==> src/rtl/rv32i_types.sv <==
// Shared RV32I pipeline types: the decoded-instruction record passed from
// decode to rename/dispatch, plus the default instruction-queue depth.
package rv32i_types;

  localparam int IQ_DEPTH = 16;

  typedef struct packed {
    logic        valid;
    logic [31:0] pc_curr;
    logic [31:0] pc_next;
    logic [31:0] instr;
    logic        predict_branch;
    logic [4:0]  rd_addr;
    logic [4:0]  rs1_addr;
    logic [4:0]  rs2_addr;
  } instruction_info_reg_t;

endpackage

==> src/rtl/instruction_queue.sv <==
// Decoupling queue between decode and rename/dispatch: circular buffer with
// wrap-bit pointers, flush for mispredict recovery, no enqueue-to-dequeue bypass.
module instruction_queue
  import rv32i_types::*;
#(
  parameter int DEPTH = IQ_DEPTH
) (
  input  logic                       clk,
  input  logic                       rst_n,
  input  logic                       flush,
  input  logic                       enq_valid,
  input  instruction_info_reg_t      enq_data,
  output logic                       enq_ready,
  output logic                       deq_valid,
  output instruction_info_reg_t      deq_data,
  input  logic                       deq_ready,
  output logic [$clog2(DEPTH):0]     count
);

  localparam int AW = $clog2(DEPTH);
  localparam int PW = AW + 1;

  instruction_info_reg_t mem_q [DEPTH];
  logic [PW-1:0] head_q, head_d;
  logic [PW-1:0] tail_q, tail_d;
  logic          isEmpty, isFull;
  logic          doEnq, doDeq;

  // Full/empty depend only on registered pointers, so enq_ready never sees deq_ready.
  assign isEmpty = (head_q == tail_q);
  assign isFull  = (head_q[AW-1:0] == tail_q[AW-1:0]) && (head_q[AW] != tail_q[AW]);

  assign enq_ready = !isFull;
  assign deq_valid = !isEmpty;
  assign deq_data  = mem_q[head_q[AW-1:0]];
  assign count     = tail_q - head_q;

  assign doEnq = enq_valid && !isFull && !flush;
  assign doDeq = deq_ready && !isEmpty && !flush;

  always_comb begin
    head_d = head_q;
    tail_d = tail_q;
    if (flush) begin
      head_d = '0;
      tail_d = '0;
    end else begin
      if (doDeq) head_d = head_q + 1'b1;
      if (doEnq) tail_d = tail_q + 1'b1;
    end
  end

  always_ff @(posedge clk or negedge rst_n) begin
    if (!rst_n) begin
      head_q <= '0;
      tail_q <= '0;
      for (int i = 0; i < DEPTH; i++) mem_q[i] <= '0;
    end else begin
      head_q <= head_d;
      tail_q <= tail_d;
      if (doEnq) mem_q[tail_q[AW-1:0]] <= enq_data;
    end
  end

endmodule

==> config.mk <==
export PLATFORM = sky130hd
export DESIGN_NAME = instruction_queue
export DESIGN_NICKNAME = d
export VERILOG_FILES = /design/src/rtl/rv32i_types.sv /design/src/rtl/instruction_queue.sv
export SDC_FILE = /design/constraint.sdc
export NUM_CORES = 2
export LEC_CHECK = 0
export ABC_AREA = 1
export CAP_MARGIN = 40
export CORE_MARGIN = 2
export CORE_UTILIZATION = 48
export CTS_CLUSTER_DIAMETER = 40
export DETAILED_ROUTE_END_ITERATION = 10
export PLACE_DENSITY_LB_ADDON = 0.2
export SLEW_MARGIN = 40
export SYNTH_ARGS = -nofsm -noshare
export SYNTH_HDL_FRONTEND = slang
export SYNTH_SLANG_ARGS = --single-unit
==> constraint.sdc <==
create_clock -name clk -period 3 [get_ports clk]
set_input_delay 0.6 -clock clk [delete_from_list [all_inputs] [get_ports clk]]
set_output_delay 0.6 -clock clk [all_outputs]
set_load 0.02 [all_outputs]
# ---- After elaboration in Yosys (flattened, before gate mapping)
# Cells that the tools add are included.
dict set report totals {
  register_bits 1818
  out_inout_bits 120
}
dict set report classes {
  n_addsub 3
  n_lt_le_gt_ge 3
  eq_ne 3
  mux 10
  bitwise 2
  n_reduce_logical 11
}
# op count
set op_table {}
lappend op_table {{bitwise mux 1808 bit} 1}
lappend op_table {{binary-select mux 113 bit (select 4 bit)} 1}
lappend op_table {{demux 113 bit (select 4 bit)} 1}
lappend op_table {{two-way mux 113 bit} 3}
lappend op_table {{two-way mux 5 bit} 4}
lappend op_table {{adder 5 x 1 -> 5 bit (second input constant)} 2}
lappend op_table {{greater-or-equal comparator 5 bit (second input constant)} 2}
lappend op_table {{NOT 4 -> 5 bit} 2}
lappend op_table {{logical AND 1 bit} 6}
lappend op_table {{equality test 5 bit} 1}
lappend op_table {{less-than comparator 5 x 1 -> 1 bit (second input constant)} 1}
lappend op_table {{subtractor 5 bit} 1}
lappend op_table {{equality test 4 bit} 1}
lappend op_table {{nonzero test 2 bit} 2}
lappend op_table {{zero test 1 bit} 3}
lappend op_table {{inequality test 1 bit} 1}

# ---- Depth between registers and ports, before layout
dict set report depth {
  word_depth 7
  ltp_mapped 16
}

# ---- Worst setup path before layout
# Ideal clock, no wire load.
dict set report synth_path {
  kind {register -> register}
  startpoint {reg head_q[1]}
  endpoint {reg mem_q[101] (netlist name)}
  arrival_time_ns 2.698
  required_ns 2.935
  setup_slack_ns 0.237
  path_stages_with_launch 17
  n_path_buf 7
  synth_period_minus_slack_ns 2.763
  cell_sequence {dfrtp_1 buf_2 inv_1 buf_2 clkbuf_1 clkbuf_1 ha_1 nand2_1 nor2_1 nand2_4 buf_6 nand3_1 nor2_2 buf_4 buf_4 nand2_1 nand2_1}
}
dict set report synth_between {
  elab_chain_len 5
}
# item line
set synth_rtl {}
lappend synth_rtl {{start: declaration} instruction_queue.sv:24} ;# logic [PW-1:0] head_q, head_d;
lappend synth_rtl {{start signal: assignment} instruction_queue.sv:55} ;# head_q <= '0;
lappend synth_rtl {{start signal: assignment} instruction_queue.sv:59} ;# head_q <= head_d;
lappend synth_rtl {{equality test 4 bit} instruction_queue.sv:31} ;# assign isFull = (head_q[AW-1:0] == tail_q[AW-1:0]) && (head_q[AW] != tail_q[AW]);
lappend synth_rtl {{logical AND 1 bit} instruction_queue.sv:31}
lappend synth_rtl {{zero test 1 bit} instruction_queue.sv:38} ;# assign doEnq = enq_valid && !isFull && !flush;
lappend synth_rtl {{logical AND 1 bit (2 in a row)} instruction_queue.sv:38}
lappend synth_rtl {{end signal: indexed assignment} instruction_queue.sv:61} ;# if (doEnq) mem_q[tail_q[AW-1:0]] <= enq_data;
lappend synth_rtl {{end: declaration} instruction_queue.sv:23} ;# instruction_info_reg_t mem_q [DEPTH];
# No other way between the ends.
# A chain may end at the register's enable or synchronous reset.

==> results.py <==
metrics = {
    "routing": {
        "drc": 0,
        "finalWirelength_um": 336000,
        "final_antenna_net_count": 0,
        "drt_pass1_iterations": 6,
        "drtIter0Drc": 8918,
        "wl_per_cell_um": 20.4,
        "num_vias": 88100,
        "via_per_inst": 5.35,
    },
    "logic_synthesis": {
        "yosysSeqAreaShare": 0.494,
        "netlist_instances": 13700,
        "ys_seq_elements": 1818,
        "synthesis.nets": 13800,
        "syn_avg_cell_area_um2": 6.73,
        "synth_area_leaders": "dfrtp_1 49%, nand2_1 35%, inv_1 5.1%, nand3_1 5.0%, clkbuf_1 2.3%",
        "ys_types": 24,
        "synth_area_leader_cell": "dfrtp_1",
        "synthesis.area_mm2": 0.0921,
        "yosys_warnings": 0,
        "synth_top_area_frac": 0.494,
    },
    "global_routing": {
        "grt_pass1_vias": 84900,
        "grt_overflow_total": 0,
        "grt_max_degree": 110,
        "antenna_found_initial": 21,
        "grt_pass1_wl_um": 503000,
        "grt_usage": 0.328,
    },
    "sta": {
        "fmax_mhz": 288,
        "period_needed_ns": 3.47,
        "postLayoutSetupSlackWorst_ns": -0.474,
        "fin_setup_tns_ns": -40.73,
        "setup_violations": 119,
        "slew_headroom": 0.380,
        "worstMarginPinSlew_ns": 0.927,
        "finalCritPeriodShare": 1.16,
        "slew_viol_final": 0,
        "finalClockSkew_ns": 0.0605,
        "grt_setup_unrepaired": "yes",
        "finalHoldViolCount": 0,
    },
    "place": {
        "gp_congestion": 0.852,
        "dpl_cell_area_mm2": 0.0985,
        "hpwlAfterDp_um": 175000,
        "numPortBuffers": 237,
        "place_inst": 15800,
    },
    "clock_network": {
        "cts_tree": "yes",
        "cts_made_buffers": 309,
        "clk_pin_slew_worst_paths_ns": 0.06,
        "clockBufferDepth": 4,
        "clk-insertion-delay-late_ns": 0.95,
        "h-tree-depth": 5,
        "cts.sinks": 1818,
        "cts_root_buffer": "clkbuf_16",
    },
    "power": {
        "pwr-share-seq": 0.343,
        "power_density_mw_per_mm2": 718,
        "p_leak_nw": 63.4,
        "p_switching_mw": 24.9,
        "p_int_mw": 57.0,
        "p_comb_frac": 0.219,
        "sw_frac_of_total": 0.303,
        "p_clk_frac": 0.438,
        "ir_worst_vdd_mv": 0.661,
    },
    "die": {
        "dieArea_mm2": 0.195,
        "fp-row-count": 160,
        "fp.dieW_um": 442,
        "io_pins": 238,
        "die_h_um": 442,
        "core_area_mm2": 0.190,
        "start_util": 0.484,
    },
    "layout": {
        "area_growth_pct": 23.9,
        "fin_cells": 16500,
        "num-nets-final": 13800,
        "mostFrequentLayoutCell": "nand2_1",
        "finish.instance_area_mm2": 0.114,
        "drive_gt1_frac": 0.111,
        "layout_common_cells": "8395 x nand2_1, 1815 x dfrtp_1, 1210 x inv_1",
        "fin_util": 0.599,
    },
    "setup_path": {
        "crit_fanout": 9,
        "crit_type": "flip-flop to output pin",
        "critical_path_required_ns": 2.40,
        "r2r_slack_ns": 0.06,
        "cp-start-kind": "flip-flop",
        "critical_path_arrival_ns": 2.87,
        "end_kind": "output pin",
    },
    "hold_path": {
        "hold_path_class": "input port to flip-flop",
    },
    "job": {
        "cap_violations": 0,
    },
    "outcome": {
        "status": "finished with violations",
        "violations": "setup timing",
    },
}
layout make-up:
cell class / count / area [um^2]
Timing Repair Buffer: 710 / 10800
Timing Repair inverter: 4 / 62.6
Sequential cell: 1818 / 45500
Inverter: 1266 / 4830
Tap cell: 2511 / 3140
Multi-Input combinational cell: 9608 / 39300
Fill cell: 16800 / 76300
Clock buffer: 367 / 8310
Antenna cell: 16 / 40.0
Clock inverter: 168 / 2090
critical path, stage by stage, from the launching register on:
cell and delay, ns:
dfrtp_4 0.50, buf_12 0.16, clkinv_16 0.08, buf_16 0.14
buf_8 0.15, buf_6 0.14, clkbuf_16 0.16, nand2_1 0.05
nand2_1 0.06, nand2_1 0.05, nand3_1 0.10, nand3_1 0.10
nand2_2 0.12, buf_6 0.13
metal layers:
metal,vias to the layer above,GRT usage,share of wire
li1,40400,-,-
met1,42100,0.434,0.40
met2,4578,0.525,0.46
met3,1067,0.0555,0.097
met4,12,0.158,0.052
met5,-,0,0.00024
power by group through the flow:
stage | Clock [mW] | Combinational (mW) | Sequential [mW]
after CTS | 36.1 | 15.3 | 28.1
after global routing | 37.3 | 19.5 | 28.4
after global placement | 0 | 14.2 | 28.4
after floorplan | 0 | 9.01 | 28.1
final | 35.9 | 17.9 | 28.1
after detailed placement | 0 | 14.4 | 28.4
Yosys cell counts, drive strengths merged:
| master | n |
|---|---|
| clkbuf | 563 |
| nand3 | 930 |
| nor3 | 2 |
| nand4 | 16 |
| nand2 | 8617 |
| ha | 9 |
| fa | 1 |
| clkinv | 2 |
| buf | 421 |
| o21ai | 2 |
| xor2 | 8 |
| dfrtp | 1818 |
| a21oi | 2 |
| inv | 1264 |
| nor2 | 21 |
final timing paths:
| check | end | cells past startpoint | startpoint |
|---|---|---|---|
| worst min-delay path | mem_q[1500] | 3 | enq_data[31] |
| min in group asynchronous | mem_q[1671] | 2 | rst_n |
| max in group asynchronous | mem_q[1704] | 4 | rst_n |
| worst min register to register | mem_q[832] | 2 | mem_q[832] |
| worst max register to register | mem_q[1687] | 11 | head_q[0] |
| worst max-delay path | deq_data[28] | 13 | head_q[0] |
cells by family (layout without fill, tap and decap cells):
kind of cell	Yosys count	in the layout	synth area share
flip-flops	1818	1818	0.494
adder cells (fa/ha/maj)	10	10	0.00144
other	0	16	0
AND/OR/NAND/NOR	9586	9586	0.406
buffers and inverters	2250	2515	0.0974
XOR/XNOR	8	8	0.000761
AO/OA/AOI/OAI	4	4	0.000217
sequential cells by signal, summed over array words and instances (netlist names):
name / count
head_q: 5
mem_q: 1808
tail_q: 5
per-stage QoR:
step	setup slack (ns)	hold WS, ns	total power, mW
after floorplan	0.237	0.304	37.1
after global placement	0.0574	0.461	42.6
after detailed placement	0.0650	0.465	42.9
after CTS	-0.641	0.0803	79.6
after global routing	-0.528	0.123	85.2
final	-0.474	0.141	81.9
repair_timing:
item,in CTS,in global routing
setup endpoints to repair,120,120
gates cloned,26,66
pin swaps,9,200
hold endpoints to repair,275,0
resized for setup,458,747
hold buffers,1,0
setup buffers,27,46
(Power assumes the default switching activity.)
